`config.mk`:
```
export PLATFORM = sky130hd
export DESIGN_NAME = mem_stage
export DESIGN_NICKNAME = d
export VERILOG_FILES = /design/src/rtl/mem_stage.sv
export SDC_FILE = /design/constraint.sdc
export NUM_CORES = 1
export LEC_CHECK = 0
export BUFFER_PORTS_ARGS = -buffer_cell sky130_fd_sc_hd__clkbuf_2
export CORE_MARGIN = 8
export CORE_UTILIZATION = 40
export DETAILED_ROUTE_END_ITERATION = 7
export PLACE_DENSITY = 0.73
export SLEW_MARGIN = 5
export SYNTH_ARGS = -nofsm -noshare
export SYNTH_HDL_FRONTEND = slang
export SYNTH_SLANG_ARGS = --single-unit
```
`constraint.sdc`:
```
create_clock -name clk -period 4.6 [get_ports clk]
set_input_delay 0.23 -clock clk [delete_from_list [all_inputs] [get_ports clk]]
set_output_delay 0.23 -clock clk [all_outputs]
set_load 0.01 [all_outputs]
```
`src/rtl/mem_stage.sv`:
```
// Memory stage: passes ALU results to writeback, or runs one data-memory access per
// instruction with a req/ack handshake, store lane steering and load extension.
module mem_stage (
  input  logic        clk,
  input  logic        rst,
  input  logic        ex_valid,
  input  logic [31:0] ex_alu_result,
  input  logic [31:0] ex_rs2_data,
  input  logic [2:0]  ex_funct3,
  input  logic        ex_mem_read,
  input  logic        ex_mem_write,
  input  logic        ex_reg_write,
  input  logic [4:0]  ex_rd,
  output logic        dmem_req,
  output logic        dmem_we,
  output logic [31:0] dmem_addr,
  output logic [31:0] dmem_wdata,
  output logic [3:0]  dmem_wstrb,
  input  logic        dmem_ack,
  input  logic [31:0] dmem_rdata,
  output logic        stall,
  output logic        misalign,
  output logic        wb_valid,
  output logic        wb_reg_write,
  output logic [4:0]  wb_rd,
  output logic [31:0] wb_data
);

  typedef enum logic [0:0] {StIdle, StWait} state_e;

  state_e      state_q, state_d;
  logic        req_q, req_d;
  logic        we_q, we_d;
  logic [31:0] addr_q, addr_d;
  logic [31:0] wdata_q, wdata_d;
  logic [3:0]  wstrb_q, wstrb_d;
  logic        mis_q, mis_d;
  logic        wbv_q, wbv_d;
  logic        wbrw_q, wbrw_d;
  logic [4:0]  wbrd_q, wbrd_d;
  logic [31:0] wbdata_q, wbdata_d;
  logic [2:0]  f3_q, f3_d;
  logic [1:0]  off_q, off_d;
  logic [4:0]  rd_q, rd_d;
  logic        rw_q, rw_d;

  logic        is_mem;
  logic        mis_acc;
  logic [1:0]  off;
  logic [3:0]  st_strb;
  logic [31:0] st_data;
  logic [15:0] lane;
  logic [31:0] ld_data;
  logic        stall_c;

  // Access decode and store lane steering for the instruction currently in EX
  always_comb begin
    is_mem = ex_mem_read | ex_mem_write;
    off    = ex_alu_result[1:0];
    case (ex_funct3[1:0])
      2'b00: begin
        mis_acc = 1'b0;
        st_strb = 4'b0001 << off;
        st_data = {4{ex_rs2_data[7:0]}};
      end
      2'b01: begin
        mis_acc = off[0];
        st_strb = 4'b0011 << off;
        st_data = {2{ex_rs2_data[15:0]}};
      end
      default: begin
        mis_acc = (off != 2'b00);
        st_strb = 4'b1111;
        st_data = ex_rs2_data;
      end
    endcase
  end

  // Load lane select from the captured byte offset
  always_comb begin
    lane = 16'(dmem_rdata >> {off_q, 3'b000});
    case (f3_q)
      3'b000:  ld_data = {{24{lane[7]}}, lane[7:0]};
      3'b001:  ld_data = {{16{lane[15]}}, lane[15:0]};
      3'b100:  ld_data = {24'h0, lane[7:0]};
      3'b101:  ld_data = {16'h0, lane[15:0]};
      default: ld_data = dmem_rdata;
    endcase
  end

  always_comb begin
    state_d  = state_q;
    req_d    = req_q;
    we_d     = we_q;
    addr_d   = addr_q;
    wdata_d  = wdata_q;
    wstrb_d  = wstrb_q;
    mis_d    = 1'b0;
    wbv_d    = 1'b0;
    wbrw_d   = wbrw_q;
    wbrd_d   = wbrd_q;
    wbdata_d = wbdata_q;
    f3_d     = f3_q;
    off_d    = off_q;
    rd_d     = rd_q;
    rw_d     = rw_q;
    stall_c  = 1'b0;
    case (state_q)
      StIdle: begin
        if (ex_valid) begin
          if (!is_mem) begin
            wbv_d    = 1'b1;
            wbdata_d = ex_alu_result;
            wbrd_d   = ex_rd;
            wbrw_d   = ex_reg_write;
          end else if (mis_acc) begin
            wbv_d  = 1'b1;
            wbrd_d = ex_rd;
            wbrw_d = 1'b0;
            mis_d  = 1'b1;
          end else begin
            stall_c = 1'b1;
            state_d = StWait;
            req_d   = 1'b1;
            addr_d  = {ex_alu_result[31:2], 2'b00};
            // A write flag wins over a read flag
            we_d    = ex_mem_write;
            wstrb_d = ex_mem_write ? st_strb : 4'b0000;
            wdata_d = ex_mem_write ? st_data : 32'h0;
            f3_d    = ex_funct3;
            off_d   = off;
            rd_d    = ex_rd;
            rw_d    = ex_reg_write & ~ex_mem_write;
          end
        end
      end
      StWait: begin
        if (dmem_ack) begin
          state_d  = StIdle;
          req_d    = 1'b0;
          we_d     = 1'b0;
          wstrb_d  = 4'b0000;
          wbv_d    = 1'b1;
          wbrd_d   = rd_q;
          wbrw_d   = rw_q;
          wbdata_d = ld_data;
        end else begin
          stall_c = 1'b1;
        end
      end
      default: state_d = StIdle;
    endcase
  end

  always_ff @(posedge clk) begin
    if (rst) begin
      state_q  <= StIdle;
      req_q    <= 1'b0;
      we_q     <= 1'b0;
      addr_q   <= 32'h0;
      wdata_q  <= 32'h0;
      wstrb_q  <= 4'b0000;
      mis_q    <= 1'b0;
      wbv_q    <= 1'b0;
      wbrw_q   <= 1'b0;
      wbrd_q   <= 5'd0;
      wbdata_q <= 32'h0;
      f3_q     <= 3'b000;
      off_q    <= 2'b00;
      rd_q     <= 5'd0;
      rw_q     <= 1'b0;
    end else begin
      state_q  <= state_d;
      req_q    <= req_d;
      we_q     <= we_d;
      addr_q   <= addr_d;
      wdata_q  <= wdata_d;
      wstrb_q  <= wstrb_d;
      mis_q    <= mis_d;
      wbv_q    <= wbv_d;
      wbrw_q   <= wbrw_d;
      wbrd_q   <= wbrd_d;
      wbdata_q <= wbdata_d;
      f3_q     <= f3_d;
      off_q    <= off_d;
      rd_q     <= rd_d;
      rw_q     <= rw_d;
    end
  end

  assign dmem_req     = req_q;
  assign dmem_we      = we_q;
  assign dmem_addr    = addr_q;
  assign dmem_wdata   = wdata_q;
  assign dmem_wstrb   = wstrb_q;
  assign stall        = stall_c & ~rst;
  assign misalign     = mis_q;
  assign wb_valid     = wbv_q;
  assign wb_reg_write = wbrw_q;
  assign wb_rd        = wbrd_q;
  assign wb_data      = wbdata_q;

endmodule
```
==> results by group <==
Finish
  – Final #Nets: 1010
  – Antenna fix cells: 0
  – Layout area overhead: 28.44%
  – Register area: around 0.0024 mm2
  – Final core occ: 0.5276
  – Layout cells sized above 1: 0.3355
  – Area of the multi-input gates: 0.003252 mm2
  – Non-Filler Instances: 1096
  – Fill count: 1385

Clocking
  – Post-CTS setup buffer count: 0
  – # H-tree levels: 4
  – Latest clock arrival within the worst-skew pair: roughly 0.41 ns
  – CTS Hold Bufs: 0
  – Post-CTS Resized: 0
  – CTS buffer count: 17
  – Root Buffer: clkbuf_16
  – Max clock buf depth: 2
  – TritonCTS clock tree: done
  – Clock Sinks: 120
  – Clk slew on worst S/H paths: 0.06 ns

Run
  – Max-cap violations: 0

STA
  – WHS: approximately 0.037 ns
  – Setup violators final: 0
  – Worst slew pin tran: roughly 1.1 ns
  – Final period util: 0.5446
  – Final critical-path setup slack: 2.095 ns
  – Setup TNS Final: 0 ns
  – Final worst path period need: 2.505 ns
  – RSZ-0062 raised after global routing: no
  – Slew Viols, Final: 0
  – Max frequency: 399.2 MHz
  – Worst clock skew: approximately 0.0066 ns
  – Rel. slew slack: 0.2724
  – Final hold vios: 0

Logic synthesis
  – Post-synthesis sequential area ratio: 0.4023
  – Yosys top cell area share: 0.4023
  – Synth Area in Compound Gates: 0.2469
  – Top-count cell post-synth: nand2_1
  – Post-Synth XOR/XNOR Area: 0
  – Largest family of logic cells by synthesized area: compound AO/OA/AOI/OAI gates
  – Top FF cell, synth: dfxtp_1
  – Multiplexer share of the synthesized area: 0.06056
  – Post-synth top cells: 128 x nand2_1, 120 x dfxtp_1, 70 x a21oi_1
  – Synth area leaders: dfxtp_1 40%, nand2_1 8.0%, a21oi_1 5.9%, nand2b_1 4.0%, nor2_1 3.4%
  – Post-synthesis simple-gate area fraction: 0.2360
  – FFs w/ async S/R, synth: 0
  – Ys Warns: 0
  – Mean Syn Cell Area: between 8 and 9 um2
  – Cell accounting for the most synthesized area: dfxtp_1
  – Synth unique cells: 52
  – Synth Register Bits: 120
  – Post-synth EDFFs: 0
  – Synthesized-area fraction occupied by adder cells: 0
  – Gate Count Post-Synth: 719
  – Cell Area, Synth: 0.005971 mm2

Pwr
  – Combinational share of power: 0.143
  – Sequential power share: 0.383
  – VDD IR max: 263.7 uV
  – Clock Power Share: 0.474
  – P per Cell Area: 387.5 mW/mm2
  – P_sw: around 0.77 mW
  – Switching share of power: 0.2580
  – P_int: about 2.2 mW
  – Leakage Power: 3.097 nW

Placed design
  – Placer Congestion: roughly 0.83
  – Setup WS pre-CTS: 1.958 ns
  – DP Wirelength: 14.67 mm
  – I/O Buffers: 219
  – Placed Cells: roughly 1100

Floorplan
  – Core Rows: 44
  – Die Width: 138.2 um
  – Initial core utilization: 0.4108
  – IO Pins: 222
  – DIE AREA: 0.01909 mm2
  – Chip height: about 140 um
  – Core box area: 0.01453 mm2

Global route
  – Global route overflow: 0
  – GRT Resource Usage Total: 0.2083
  – First-pass GRT wire length: 32.55 mm
  – Initial antenna violation count: 0
  – Largest net degree at the start of global routing: 79
  – Number of global-route vias before repair: 5889

Drt
  – Mean routed wirelength per cell: 18.56 um
  – Initial DRC count: 486
  – Via count: ~6100
  – Drt drc: 0
  – Detail Route Antenna Nets: 0
  – Post-detailed-route via-to-cell ratio: 5.558
  – DRT Pass-1 Iters: 5
  – Final WL: 20.34 mm

Worst setup path
  – Crit start category: flip-flop
  – R2r setup slk: approximately 2.1 ns
  – R2R cell count: 5
  – Critical Path End Type: flip-flop
  – CP Data Arrival Time: 2.78 ns
  – Crit path max fanout: 44
  – Worst r2r src: state_q
  – CP Class: reg -> reg
  – Required @ worst endpoint: ~4.9 ns
  – R2R Path End: wb_data[9]

Worst hold path
  – WHS Path Cells: 3
  – Min-Delay Path Class: in -> reg
  – Hold path start: ex_funct3[2]
  – Worst Hold End: f3_q[2]

Outcome
  – Status: complete, no violations
metrics by stage:
| step | area [um2] | power [mW] |
|---|---|---|
| detailed placement | 7041 | 1.586 |
| finish | 7669 | 2.971 |
| global route | 7669 | 3.087 |
| global placement | 7041 | 1.581 |
| floorplan | 5974 | 1.413 |
| CTS | 7669 | 2.992 |
worst max-delay path by stage:
| stage | startpoint | to | slack, ns | cells after the start |
|---|---|---|---|---|
| final | state_q | wb_data[9] | 2.09 | 5 |
| after global routing | state_q | wb_data[11] | 1.87 | 5 |
| after CTS | state_q | wb_data[9] | 2.07 | 5 |
| after detailed placement | ex_funct3[1] | dmem_wdata[8] | 1.96 | 5 |
| after global placement | ex_funct3[1] | dmem_wdata[13] | 1.99 | 5 |
| after floorplan | state_q | wb_data[16] | 2.85 | 7 |
registers in the layout (all words and copies together) (netlist names), 2 cells and up:
name        count
dmem_wstrb      4
rd_q            5
dmem_addr      30
dmem_wdata     32
f3_q            3
wb_data        32
off_q           2
wb_rd           5
cells by family (layout without fill, tap and decap cells):
group / Yosys count / count (layout)
other cells: 1 / 2
simple gates: 301 / 301
flops: 120 / 120
compound gates: 197 / 197
buf+inv: 67 / 259
mux: 33 / 33
cell type report:
cell class,instances,area share
timing repair buffer,226,0.1501
clock buffer,25,0.06722
tap,184,0.03002
clock inverter,7,0.01468
multi-input combinational,533,0.4241
inverter,1,0.0004895
sequential,120,0.3134
cell usage in the layout, fill, tap and decap left out, drive strengths merged, types with 17 or more instances in the layout:
master	synthesis	layout
nor2	54	54
nand3	38	38
nand2b	38	38
clkbuf	43	243
a211oi	22	22
nand2	129	129
mux2i	17	17
or2	18	18
dfxtp	120	120
a21oi	72	72
worst max-delay path, cell delays in order (launching register included):
cell	delay, ns
dfxtp_2	0.69
buf_4	0.46
nand2_1	0.33
nand2_2	0.40
nor2_1	0.07
a2111oi_0	0.41
layer usage:
| metal | global-route usage | part of all wire |
|---|---|---|
| met1 | 0.2617 | 0.43 |
| met2 | 0.3221 | 0.46 |
| met3 | 0.07842 | 0.097 |
| met4 | 0.06693 | 0.019 |
| met5 | 0 | 0 |
power groups by stage:
stage / clock network (mW) / registers, mW / logic, mW
2_1_floorplan: 0 / 1.17 / 0.242
3_3_place_gp: 0 / 1.16 / 0.421
3_5_place_dp: 0 / 1.16 / 0.426
4_1_cts: 1.43 / 1.14 / 0.428
5_1_grt: 1.48 / 1.15 / 0.465
6_report: 1.41 / 1.14 / 0.425
Power figures use the tool's default switching activity.
